--- src/rtl/layer_output_serializer_pkg.sv ---
// layer_output_serializer_pkg: shared layer sizing constants and serializer FSM state encoding
package layer_output_serializer_pkg;
    localparam int LOS_NUM_NEURONS = 30;
    localparam int LOS_DATA_WIDTH  = 8;
    typedef enum logic {
        S_COLLECT = 1'b0,
        S_SHIFT   = 1'b1
    } state_t;
endpackage

--- src/rtl/layer_output_serializer_capture_bank.sv ---
// layer_output_serializer_capture_bank: per-neuron activation capture registers plus arrival flags
//   i_en     captures allowed this cycle (COLLECT)
//   i_clear  drop all flags (last element of the stream transferred)
//   i_valid  per-neuron outvalid pulses, i_data packed activations
//   o_cap    captured activations, o_all every flag set counting this cycle's captures
module layer_output_serializer_capture_bank
    import layer_output_serializer_pkg::*;
#(
    parameter int NUM_NEURONS = LOS_NUM_NEURONS,
    parameter int DATA_WIDTH  = LOS_DATA_WIDTH
) (
    input  logic                              clk,
    input  logic                              rst,
    input  logic                              i_en,
    input  logic                              i_clear,
    input  logic [NUM_NEURONS-1:0]            i_valid,
    input  logic [NUM_NEURONS*DATA_WIDTH-1:0] i_data,
    output logic [DATA_WIDTH-1:0]             o_cap [NUM_NEURONS],
    output logic                              o_all
);
    logic [NUM_NEURONS-1:0] r_flag;
    logic [NUM_NEURONS-1:0] w_take;

    assign w_take = i_en ? i_valid : '0;
    assign o_all  = &(r_flag | w_take);

    always_ff @(posedge clk) begin
        if (rst) begin
            r_flag <= '0;
            for (int k = 0; k < NUM_NEURONS; k++) o_cap[k] <= '0;
        end else begin
            r_flag <= i_clear ? '0 : (r_flag | w_take);
            for (int k = 0; k < NUM_NEURONS; k++)
                if (w_take[k]) o_cap[k] <= i_data[k*DATA_WIDTH +: DATA_WIDTH];
        end
    end
endmodule

--- src/rtl/layer_output_serializer.sv ---
// layer_output_serializer: gathers one layer's neuron activations and streams them in neuron order
//   nrn_out/nrn_valid  packed activations and outvalid pulses of the producing layer
//   out_ready          downstream accepts the current element
//   out_data/out_valid/out_index/out_last  registered serial stream
//   busy               streaming, overrun sticky flag for pulses dropped while streaming
module layer_output_serializer
    import layer_output_serializer_pkg::*;
#(
    parameter int NUM_NEURONS = LOS_NUM_NEURONS,
    parameter int DATA_WIDTH  = LOS_DATA_WIDTH,
    parameter int IDX_WIDTH   = $clog2(NUM_NEURONS)
) (
    input  logic                              clk,
    input  logic                              rst,
    input  logic [NUM_NEURONS*DATA_WIDTH-1:0] nrn_out,
    input  logic [NUM_NEURONS-1:0]            nrn_valid,
    input  logic                              out_ready,
    output logic [DATA_WIDTH-1:0]             out_data,
    output logic                              out_valid,
    output logic [IDX_WIDTH-1:0]              out_index,
    output logic                              out_last,
    output logic                              busy,
    output logic                              overrun
);
    state_t                 r_state, w_state_nxt;
    logic [DATA_WIDTH-1:0]  w_cap [NUM_NEURONS];
    logic                   w_all, w_load, w_xfer, w_done;
    logic [IDX_WIDTH-1:0]   w_ptr_inc, w_index_nxt;
    logic [DATA_WIDTH-1:0]  w_data_nxt;
    logic                   w_valid_nxt, w_last_nxt;

    layer_output_serializer_capture_bank #(
        .NUM_NEURONS(NUM_NEURONS),
        .DATA_WIDTH (DATA_WIDTH)
    ) u_bank (
        .clk    (clk),
        .rst    (rst),
        .i_en   (r_state == S_COLLECT),
        .i_clear(w_done),
        .i_valid(nrn_valid),
        .i_data (nrn_out),
        .o_cap  (w_cap),
        .o_all  (w_all)
    );

    assign w_load    = (r_state == S_COLLECT) && w_all;
    assign w_xfer    = out_valid && out_ready;
    assign w_done    = w_xfer && out_last;
    assign w_ptr_inc = out_index + 1'b1;
    assign busy      = (r_state == S_SHIFT);

    always_ff @(posedge clk) begin
        if (rst) begin
            r_state   <= S_COLLECT;
            out_data  <= '0;
            out_valid <= 1'b0;
            out_index <= '0;
            out_last  <= 1'b0;
            overrun   <= 1'b0;
        end else begin
            r_state   <= w_state_nxt;
            out_data  <= w_data_nxt;
            out_valid <= w_valid_nxt;
            out_index <= w_index_nxt;
            out_last  <= w_last_nxt;
            overrun   <= overrun | ((r_state == S_SHIFT) && |nrn_valid);
        end
    end

    always_comb begin
        w_state_nxt = r_state;
        if (r_state == S_COLLECT && w_all) w_state_nxt = S_SHIFT;
        if (r_state == S_SHIFT && w_done)  w_state_nxt = S_COLLECT;
    end

    // Element 0 may arrive in the very cycle the bank completes, so bypass its capture register.
    always_comb begin
        w_valid_nxt = out_valid;
        w_index_nxt = out_index;
        w_data_nxt  = out_data;
        w_last_nxt  = out_last;
        if (w_load) begin
            w_valid_nxt = 1'b1;
            w_index_nxt = '0;
            w_data_nxt  = nrn_valid[0] ? nrn_out[DATA_WIDTH-1:0] : w_cap[0];
            w_last_nxt  = 1'b0;
        end else if (w_done) begin
            w_valid_nxt = 1'b0;
            w_index_nxt = '0;
            w_data_nxt  = '0;
            w_last_nxt  = 1'b0;
        end else if (w_xfer) begin
            w_index_nxt = w_ptr_inc;
            w_data_nxt  = w_cap[w_ptr_inc];
            w_last_nxt  = (w_ptr_inc == IDX_WIDTH'(NUM_NEURONS - 1));
        end
    end
endmodule

--- config.mk ---
export PLATFORM = sky130hd
export DESIGN_NAME = layer_output_serializer
export DESIGN_NICKNAME = d
export VERILOG_FILES = /design/src/rtl/layer_output_serializer_pkg.sv /design/src/rtl/layer_output_serializer_capture_bank.sv /design/src/rtl/layer_output_serializer.sv
export SDC_FILE = /design/constraint.sdc
export NUM_CORES = 1
export LEC_CHECK = 0
export CAP_MARGIN = 20
export CORE_MARGIN = 2
export CORE_UTILIZATION = 35
export DETAILED_ROUTE_END_ITERATION = 8
export GPL_TIMING_DRIVEN = 1
export HOLD_SLACK_MARGIN = 0.03
export RECOVER_POWER = 100
export SYNTH_ARGS = -nofsm -noshare
export SYNTH_HDL_FRONTEND = slang
export SYNTH_HIERARCHICAL = 1
export SYNTH_SLANG_ARGS = --single-unit
--- constraint.sdc ---
create_clock -name clk -period 2.3 [get_ports clk]
set_input_delay 0.69 -clock clk [delete_from_list [all_inputs] [get_ports clk]]
set_output_delay 0.69 -clock clk [all_outputs]
set_load 0.01 [all_outputs]
Yosys cells after proc, flatten, opt, wreduce, memory -nomap -nowiden
Cells that the tools add are included.

Register bits after elaboration: 287. Output and inout port bits: 17. Logic and storage cells: 66. Bits of input ports: 273.

Add/sub/neg operators: 1. Reductions and logical operators: 12. $lt $le $gt $ge: 1. Bitwise logic cells: 4. Eq/ne operators: 1. Mux-type cells: 10.

Operators with widths (count): $mux 8 (6); $bmux 8 s5 (1); $mux 30 (1); $or 30x30->30 (1); $reduce_and 30->1 (1); $reduce_or 30->1 (1); $ge 6x6->1 const B (1); $not 5->6 (1); $add 5x1->5 const B (1); $eq 5x5->1 const B (1); $logic_and 1x1->1 (5); $reduce_or 2->1 (2); $reduce_bool 3->1 (1); $reduce_or 3->1 (1); $mux 1 (2); $reduce_bool 2->1 (1); $not 1->1 (1); $or 1x1->1 (1).

Longest topological paths before layout
Gate-level depths: netlist of the first run.

Depth in word-level cells: 8. Depth in mapped cells: 13. Mapped depth without buffers: 9.

Modules after synthesis
The synthesis of the first run kept the hierarchy.

Modules (own cells, without submodules): layer_output_serializer_capture_bank (times used 1, sequential area each 5405.2 um2, area an instance 9874.5 um2, cells each 1213); layer_output_serializer (times used 1, sequential area each 340.3 um2, area an instance 2999.1 um2, cells each 280).

Least setup slack after synthesis of the first run
OpenSTA, ideal clock, no wires.

Path kind: register to register. Start: register out_index[0]. End: register out_data[7]. Path slack: -0.300 ns. Stages on the path, launching flop included: 13. Period minus slack after synthesis: 2.600 ns. Arrival time: 2.459 ns. Setup time: 0.141 ns. Path buffers: 5. Data required time: 2.159 ns. Path through: dfxtp_1 buf_4 buf_6 buf_6 inv_1 ha_1 buf_2 clkbuf_1 mux4_2 mux2i_1 o221ai_1 a21oi_1 a2111oi_2.

Cells in the longest elaborated chain, start to end: 8.

Ends and longest elaborated chain: start: declaration (line layer_output_serializer.sv:20) `output logic [IDX_WIDTH-1:0] out_index,`; start signal: assignment (line layer_output_serializer.sv:64) `out_index <= w_index_nxt;`; $add 5x1->5 (line layer_output_serializer.sv:49) `assign w_ptr_inc = out_index + 1'b1;`; named net w_ptr_inc[0] (line layer_output_serializer.sv:28) `logic [IDX_WIDTH-1:0] w_ptr_inc, w_index_nxt;`; $not 5->6 (implied by the code) (line layer_output_serializer.sv:94) `w_data_nxt = w_cap[w_ptr_inc];`; $bmux 8 s5 (line layer_output_serializer.sv:94); $mux 8 (implied by the code) (2 in series) (line layer_output_serializer.sv:94); $mux 8 (line layer_output_serializer.sv:92) `end else if (w_xfer) begin`; $mux 8 (line layer_output_serializer.sv:87) `end else if (w_done) begin`; $mux 8 (line layer_output_serializer.sv:82) `if (w_load) begin`; end signal: assignment (line layer_output_serializer.sv:62) `out_data <= w_data_nxt;`; end: declaration (line layer_output_serializer.sv:18) `output logic [DATA_WIDTH-1:0] out_data,`.

The timed path passes the listed nets, and every way through them passes these cells. The select of a mux whose other input is x is not followed. A chain may end at the register's enable or synchronous reset.

Worst setup path after layout of the first run
Same ends and word-level chain as after synthesis.

==> results of run 1 <==
-- per-stage QoR --
stage	util, %	total power [uW]	setup slack, ps	instance area [um2]	hold slack [ps]
after CTS	48.8	12200	-89.2	17800	454
after global routing	49.6	12500	-56.0	18100	473
after floorplan	-	6040	-16.0	12900	433
after detailed placement	45.5	6920	-941	16600	446
after global placement	45.5	6910	-790	16600	439
final	49.6	12100	18.7	18100	453
-- cells in the mapped netlist (2+ instances only) --
cell type,n,area [um2]
a211oi_1,6,45.0
mux4_2,56,1260
a21oi_1,291,1460
o22ai_1,15,93.8
nor2_1,20,75.1
a32oi_1,2,17.5
nor3b_1,2,15.0
a31oi_1,2,12.5
xor2_1,2,17.5
xnor2_1,7,61.3
ha_1,2,25.0
a311oi_1,2,17.5
o221ai_1,12,105
buf_1,7,26.3
clkbuf_1,61,229
buf_2,26,130
a2111oi_1,4,40.0
or3_1,2,12.5
nor2b_1,6,37.5
dfxtp_1,287,5750
buf_6,26,293
mux2i_1,30,300
inv_1,6,22.5
buf_4,5,37.5
a2111oi_2,3,45.0
nand3_1,244,1220
nand2_1,291,1090
nor3_1,38,190
o21ai_0,8,40.0
nand4_1,12,75.1
nor4_1,9,56.3
-- tightest hold or removal path, stage by stage, from the launching register on --
cell	delay (ps)
dfxtp_1	300
nand2_1	50
a21oi_1	50
-- layout make-up --
class                   count  area (um2)
diodes                      2        5.00
clock buffers              44         905
clock inverters            13         184
fillers                  3499       18400
inverters                   6        30.0
multi-input cells        1075        6620
flip-flops and latches    287        5760
well taps                 468         586
repair buffers            400        3980
-- worst max-delay path by stage --
| stage | start | end | slack [ps] | cells after the start |
|---|---|---|---|---|
| final | out_index[0] | out_data[7] | 20 | 8 |
| after global placement | nrn_valid[0] | out_data[6] | -790 | 11 |
| after floorplan | out_index[0] | out_data[7] | -20 | 11 |
| after global routing | out_index[0] | out_data[4] | -60 | 9 |
| after detailed placement | nrn_valid[0] | out_data[6] | -940 | 11 |
| after CTS | nrn_valid[24] | out_data[6] | -90 | 12 |
-- power by group through the flow --
stage / registers [uW] / logic, uW / clock network, uW
floorplan: 5440 / 593 / 0
global placement: 5500 / 1410 / 0
detailed placement: 5510 / 1420 / 0
CTS: 5400 / 1430 / 5370
global route: 5430 / 1550 / 5560
finish: 5410 / 1440 / 5290
-- per-layer routing --
| layer | routed length [um] | global-route usage, % | share of wire [%] | up-vias |
|---|---|---|---|---|
| met5 | 0 | 0 | 0 | - |
| li1 | - | - | - | 5991 |
| met3 | 3710 | 4.61 | 7.6 | 82 |
| met1 | 21200 | 33.1 | 43 | 6018 |
| met4 | 1400 | 6.82 | 2.9 | 0 |
| met2 | 22500 | 39.7 | 46 | 485 |
-- registers in the layout (all words and copies together) (netlist names) --
register,cells
out_data,8
out_valid,1
overrun,1
out_last,1
u_bank/o_cap,240
u_bank/r_flag,30
busy,1
out_index,5
-- kinds of logic after synthesis --
family                   Yosys count
adder cells (fa/ha/maj)            2
XOR/XNOR                           9
AND/OR/NAND/NOR                  629
buffers and inverters            131
multiplexers                      86
flip-flops                       287
AO/OA/AOI/OAI                    349
-- repair_timing --
action | in CTS | in global routing
gates resized for setup | 29 | 68
setup buffers | 2 | 5
gates cloned | 1 | 2
pin swaps | 3 | 13
endpoints found under the setup margin | 15 | 11
-- layout by cell type (no fill, tap or decap), drive strengths merged, types with 2 or more instances in the layout --
cell type,synthesis,routed
bufinv,0,4
a211oi,6,6
mux2i,30,30
o21ai,8,8
dfxtp,287,287
clkdlybuf4s50,0,249
nand3,244,244
nor3,38,38
nand4,12,12
o22ai,15,15
nor2,20,20
mux4,56,56
xor2,2,2
clkinv,0,6
nor3b,3,3
a311oi,2,2
diode,0,2
buf,64,96
dlygate4sd2,0,8
xnor2,7,7
nor4,9,9
dlymetal6s2s,0,29
a31oi,2,2
a21oi,291,291
o221ai,12,12
clkbuf,61,59
inv,6,8
a2111oi,8,8
or3,2,2
nand2,292,292
ha,2,2
nor2b,6,6
a32oi,2,2
==> results.toml, run 1 <==
[floorplan]
core_area_um2 = 36400
die_x_um = 196
die_area_um2 = 38300
die_y_um = 196
pin_count = 290
initial_core_util_pct = 35.3
rows = 70

[synth]
ys_ff_latch = 287
synth_xor_area_share_pct = 0.612
syn-cell-area_um2 = 12900
synth_top_family_by_area = "simple AND/OR/NAND/NOR gates"
yosys_warnings = 6
synth-compound-area-share_pct = 14.8
synth_edf_count = 0
syn_inst = 1493
synth_simple_gate_area_share_pct = 21.9
seq_area_frac_synth_pct = 44.6
muxShareOfSynthArea_pct = 12.1
synth.net_count = 1768
async_flop_share_pct = 0
syn_area_per_cell_um2 = 8.62
synthDistinctLibCells = 40
synth_ff_type = "dfxtp_1"
synthAdderAreaFrac_pct = 0.194

[setup_path]
critPathMaxFanout = 9
crit_path_end_kind = "register"
critPathArrivalTime_ps = 2720
cp_num_buf_inv = 2
slowest_delay_ps = 410
reg2reg_to = "out_data[7]"
r2r_slack_ps = 20
critPathRequiredTime_ps = 2740
slowest_stage = "mux4_2"
worst_r2r_startpoint = "out_index[0]"
r2r_cells = 8
critPathTopFamily = "multiplexers"
start_kind = "register"
path_class = "reg2reg"
crit_chain = "inv_1, ha_2, buf_12, mux4_2, mux2i_2, o221ai_1, a21oi_1, a2111oi_2"

[route]
drc = 0
drtPass1Iterations = 5
avgViaCountPerCell = 5.48
ant_nets = 0
routed_wirelength_um = 48900
vias = 12600
drt_iter0_markers = 970
routedWlPerCell_um = 21.3

[timing]
drv_slew = 0
setup_violations = 0
min_period_ps = 2280
timing.final.crit_share_pct = 99.2
hold_viol_final = 0
clock_skew_ps = 22.7
max_freq_ghz = 0.438
tightest_slew_ps = 857
slew_headroom_pct = 42.9
finalSetupTns_ps = 0

[global_route]
grt_max_degree = 108
track_usage_pct = 24.4
grt_pass1_wl_um = 72000
overflow = 0
grt_pass1_vias = 12400
grt_antenna_before_repair = 2

[power]
ir_worst_vdd_mv = 0.619
power.share.clock_pct = 43.6
power.leakage_uw = 0.00684
power.switching_uw = 2940
seqPwrFrac_pct = 44.6
power.density_nw_per_um2 = 671
p_comb_share_pct = 11.9
switching_share_pct = 24.3
internal-power_uw = 9190

[clocking]
clockBufferDepth = 3
cts_tree = "done"
path_clk_slew_ps = 60
cts_root_buffer = "clkbuf_16"
clkSinkCount = 287
cts-buffers-inserted = 31
hold_buffers = 0
insertion_delay_ps = 580
cts.htree.levels = 1

[hold_path]
min_to = "u_bank/o_cap[19]"
min_from = "u_bank/o_cap[19]"
hold_class = "reg2reg"
hold_depth = 2

[layout]
finalNetCount = 2076
syn_to_final_growth_pct = 40.3
drive_above_1_share_pct = 14.2
fin_cells = 2295

[place]
gp_congestion = 0.896
numPortBuffers = 289
placed_cells = 2226
hpwl_um = 36100

[status]
outcome = "completed"

[run]
maxCapViolations = 0
Note: power is estimated with default switching activity, not from simulation.
==> run 2, diff against run 1 <==
CTS_BUF_LIST = sky130_fd_sc_hd__clkbuf_2   (was default)
==> run 2 against run 1 <==
Compared with the run above: sequential power is essentially flat; worst hold slack worse by 250 ps; cell area down 1.2%; fmax hardly changed; critical endpoint unchanged; largest cell class unchanged.
==> results.toml, run 2 (synthesis results as in run 1) <==
[setup_path]
critPathRequiredTime_ps = 3010
crit_start = "busy"
critPathArrivalTime_ps = 2990
r2r_slack_ps = 20
crit_path_end_kind = "register"
critPathMaxFanout = 6
endpoint = "out_data[7]"
slowest_stage = "dfxtp_4"
reg2reg_to = "out_data[7]"
crit_chain = "clkinvlp_2, a21oi_1, nor3_2, buf_4, nor2b_2, nor2_1, buf_4, o221ai_1, a21oi_1, a2111oi_2"
start_kind = "register"
path_class = "reg2reg"
slowest_delay_ps = 360
worst_r2r_startpoint = "busy"
r2r_cells = 10

[route]
drt_iter0_markers = 936
avgViaCountPerCell = 5.43
routed_wirelength_um = 49600
ant_nets = 0
routedWlPerCell_um = 20.8
vias = 12900
drtPass1Iterations = 6
drc = 0

[place]
numPortBuffers = 289
gp_congestion = 0.896
hpwl_um = 36100
placed_cells = 2226

[floorplan]
die_area_um2 = 38300
die_y_um = 196
pin_count = 290
rows = 70
die_x_um = 196
initial_core_util_pct = 35.3
core_area_um2 = 36400

[clocking]
path_clk_slew_ps = 90
insertion_delay_ps = 910
cts.htree.levels = 3
clockBufferDepth = 3
cts-buffers-inserted = 78
cts_tree = "done"
clkSinkCount = 287
cts_root_buffer = "clkbuf_2"

[run]
maxCapViolations = 0

[global_route]
grt_pass1_vias = 12900
grt_antenna_before_repair = 3
grt_max_degree = 108
track_usage_pct = 24.9
overflow = 0
grt_pass1_wl_um = 73100

[layout]
final_common_cell = "nand2_1"
post-route-util_pct = 49.0
regMostFlops = "u_bank/o_cap"
largest_reg_flops = 240
drive_above_1_share_pct = 18.5
reg.largest.list = "u_bank/o_cap: 240 flops, u_bank/r_flag: 30 flops, out_data: 8 flops"
syn_to_final_growth_pct = 38.6
fin_cells = 2383
finalNetCount = 2131
layout_common_cells = "nand2_1 (292), a21oi_1 (283), dfxtp_1 (275), clkdlybuf4s50_1 (271), nand3_1 (243)"

[timing]
rsz0062_at_grt = "true"
max_freq_ghz = 0.438
tightest_slew_ps = 723
timing.final.crit_share_pct = 99.2
drv_slew = 0
slew_headroom_pct = 51.8
min_period_ps = 2280
holdWs_ps = 204
setup_violations = 0
clock_skew_ps = 108
finalSetupTns_ps = 0
hold_viol_final = 0

[hold_path]
hold_class = "in2reg"

[power]
ir_worst_vdd_mv = 0.256
power.leakage_uw = 0.00661
power.density_nw_per_um2 = 588

[status]
outcome = "completed"
run 2: changes by cell type in the layout (fill, tap and decap cells not counted), moves of 8 or more:
cell / change
clkbuf_2: +113
clkbuf_16: -29
dlymetal6s2s_1: -29
clkdlybuf4s50_1: +22
clkinv_1: +16
clkbuf_8: -8
run 2: how the worst min path moves through the flow:
stage | startpoint | endpoint | cells after the start
after floorplan | u_bank/o_cap[112] | u_bank/o_cap[112] | 2
after global placement | u_bank/o_cap[156] | u_bank/o_cap[156] | 2
after detailed placement | u_bank/o_cap[83] | u_bank/o_cap[83] | 2
after CTS | rst | u_bank/o_cap[224] | 2
after global routing | rst | u_bank/o_cap[226] | 2
final | rst | u_bank/o_cap[227] | 2
run 2: report_power, final:
group          internal [uW]  total, uW  switching [uW]  leakage [uW]
clock network           1440       3650            2210      0.000526
registers               5230       5400             164       0.00237
logic                    777       1450             672       0.00371
run 2: per-layer routing:
metal	part of all wire, %	vias up	GRT usage, %
met5	0	-	0
met3	7.7	90	5.64
li1	-	6141	-
met4	3.0	0	9.99
met2	46	530	39.7
met1	43	6180	32.9
run 2: layout make-up:
cell class              instances  area [um2]
clock inverters                23         136
inverters                       6        23.8
flip-flops and latches        287        5770
well taps                     468         586
repair buffers                408        4060
clock buffers                 113         566
multi-input cells            1075        6690
diodes                          3        7.51
fillers                      3571       18600
run 2: repair_timing:
action                     CTS  global route
resized for setup           91            46
gates cloned                 2             4
buffers inserted             3             9
hold buffers                 0             0
setup endpoints to repair   23            10
pin swaps                    3            11
run 2: critical path, delay by kind of cell, from the launching register on:
kind                   cells  cell delay (ps)
buffers and inverters      3              670
DFF                        1              360
AOI/OAI and AO/OA          4              660
and+or+nand+nor            3              470
run 2: per-stage QoR:
step                      setup WS, ps  power, uW  instance area, um2
final                             18.1      10500               17800
after global routing             -35.6      11000               17800
after global placement            -790       6910               16600
after detailed placement          -941       6920               16600
after floorplan                  -16.0       6040               12900
after CTS                        -35.0      10600               17500
==> run 3, diff against run 2 <==
--- a/config.mk
+++ b/config.mk
@@ -18,2 +18,3 @@
 export SYNTH_HIERARCHICAL = 1
 export SYNTH_SLANG_ARGS = --single-unit
+export TNS_END_PERCENT = 10
==> constraint.sdc (replaced) <==
create_clock -name clk -period 2.3 [get_ports clk]
set_input_delay 0.23 -clock clk [delete_from_list [all_inputs] [get_ports clk]]
set_output_delay 0.23 -clock clk [all_outputs]
set_load 0.01 [all_outputs]
==> run 3 against run 2 <==
Compared with the run above: the flow now finishes with violations (negative setup slack); clock skew down 11 ps; cell area rose by 11%; critical path depth unchanged; total power increased by 3.7%; via count up 6.8%; register-to-register slack got worse by 20 ps; worst hold slack worse by 52 ps; die area unchanged; sequential share of layout area decreased by 3.2 points; critical path type unchanged; critical endpoint is now out_data[6]; largest cell class unchanged; highest routed layer is now met5.
==> results.toml, run 3 (synthesis results as in run 1) <==
[setup_path]
path_class = "reg2reg"
critPathMaxFanout = 3
critPathTopFamily = "simple AND/OR/NAND/NOR gates"
critPathRequiredTime_ps = 3010
slowest_stage = "dfxtp_2"
start_kind = "register"
cp_num_buf_inv = 1
critPathArrivalTime_ps = 3010
crit_path_end_kind = "register"
crit_chain = "nand4_1, nor4_2, a21oi_1, nor3_1, buf_4, nor2b_4, nor2_2, a21oi_2, a311oi_2, a2111oi_2"
slowest_delay_ps = 380

[floorplan]
die_x_um = 196
rows = 70
die_area_um2 = 38300
die_y_um = 196
core_area_um2 = 36400
initial_core_util_pct = 35.3
pin_count = 290

[global_route]
grt_antenna_before_repair = 3
grt_max_degree = 132
track_usage_pct = 25.6
grt_pass1_wl_um = 75900
overflow = 0
grt_pass1_vias = 14000

[layout]
final_common_cell = "nand2_1"
regMostFlops = "u_bank/o_cap"
largest_reg_flops = 240
fin_cells = 2592
drive_above_1_share_pct = 15.3
finalNetCount = 2337
reg.largest.list = "u_bank/o_cap: 240 flops, u_bank/r_flag: 30 flops, out_data: 8 flops"
layout_common_cells = "nand2_1 (290), a21oi_1 (289), clkdlybuf4s50_1 (283), dfxtp_1 (269), nand3_1 (243)"
syn_to_final_growth_pct = 53.7

[timing]
hold_viol_final = 0
holdWs_ps = 152
max_freq_ghz = 0.434
min_period_ps = 2310
tightest_slew_ps = 670
fin_ws_ps = -6.20
slew_headroom_pct = 55.3
rsz0062_at_grt = "true"
drv_slew = 0
clock_skew_ps = 96.9
timing.final.crit_share_pct = 100
setup_violations = 1

[status]
outcome = "finished with violations"
violations = "negative setup slack"

[clocking]
insertion_delay_ps = 890
cts-buffers-inserted = 79
path_clk_slew_ps = 100
cts_root_buffer = "clkbuf_2"
clkSinkCount = 287
clockBufferDepth = 3
cts_tree = "done"
cts.htree.levels = 3

[route]
routed_wirelength_um = 50100
dr.max_layer_used = "met5"
wl_met2_um = 23100
avgViaCountPerCell = 5.33
drc = 0
drt_iter0_markers = 1074
drtPass1Iterations = 6
drt-met1-wl_um = 21700
vias = 13800
dr_wl_met3_um = 3460
routedWlPerCell_um = 19.3
ant_nets = 0

[place]
dp_slack_ps = -370
numPortBuffers = 289
hpwl_um = 35600
gp_congestion = 0.856
placed_cells = 2207

[power]
power.leakage_uw = 0.00749
ir_worst_vdd_mv = 0.250
power_uw = 10900
power.density_nw_per_um2 = 550

[run]
maxCapViolations = 0

[hold_path]
hold_class = "in2reg"
[run 3: changes by cell type in the layout (fill, tap and decap cells not counted), sizes merged, moves of 4 or more]
cell / before / now
dlymetal6s2s: 0 / 4
buf: 106 / 82
dlygate4sd3: 0 / 241
clkbuf: 131 / 122
clkdlybuf4s15: 9 / 0
clkdlybuf4s50: 271 / 283
[run 3: per-stage QoR]
step	setup TNS [ps]	util (%)	instance area, um2
after global placement	-2190	45.0	16400
final	-6.20	54.3	19800
after detailed placement	-2430	45.0	16400
after CTS	-23.5	53.8	19600
after floorplan	-42.0	-	12900
after global routing	-383	54.3	19800
[run 3: final timing paths]
path / slack [ps] / depth (start not counted) / end / start
worst max-delay path: -6 / 10 / out_data[6] / u_bank/r_flag[1]
worst min-delay path: 150 / 4 / u_bank/o_cap[210] / nrn_valid[3]
worst max register to register: -6 / 10 / out_data[6] / u_bank/r_flag[1]
worst min register to register: 460 / 2 / u_bank/o_cap[54] / u_bank/o_cap[54]
[run 3: layout make-up]
cell class,instances,area [um2]
Sequential cell,287,5770
Fill cell,3321,16600
Tap cell,468,586
Clock inverter,21,128
Clock buffer,120,601
Timing Repair Buffer,613,6080
Antenna cell,2,5.00
Inverter,6,30.0
Multi-Input combinational cell,1075,6580
[run 3: layer usage]
metal,up-vias,track usage (%)
met4,2,10.4
li1,6574,-
met5,-,0
met3,113,5.98
met2,566,41.5
met1,6566,33.0
[run 3: repair_timing]
action,4_1_cts,5_1_grt
gates resized for setup,18,46
hold buffers,240,1
hold endpoints to repair,260,1
endpoints found under the setup margin,10,11
setup buffers,0,1
pin swaps,2,10
gates cloned,0,0
[run 3: report_power, final]
group          switching (uW)  total (uW)  leakage (uW)  internal (uW)
combinational             731        1760       0.00456           1030
sequential                170        5410       0.00237           5240
clock                    2200        3710      0.000563           1510
[run 3: tightest hold or removal path, stage by stage]
cell	delay, ps
clkdlybuf4s50_1	420
buf_4	190
nand3_1	90
a21oi_1	50
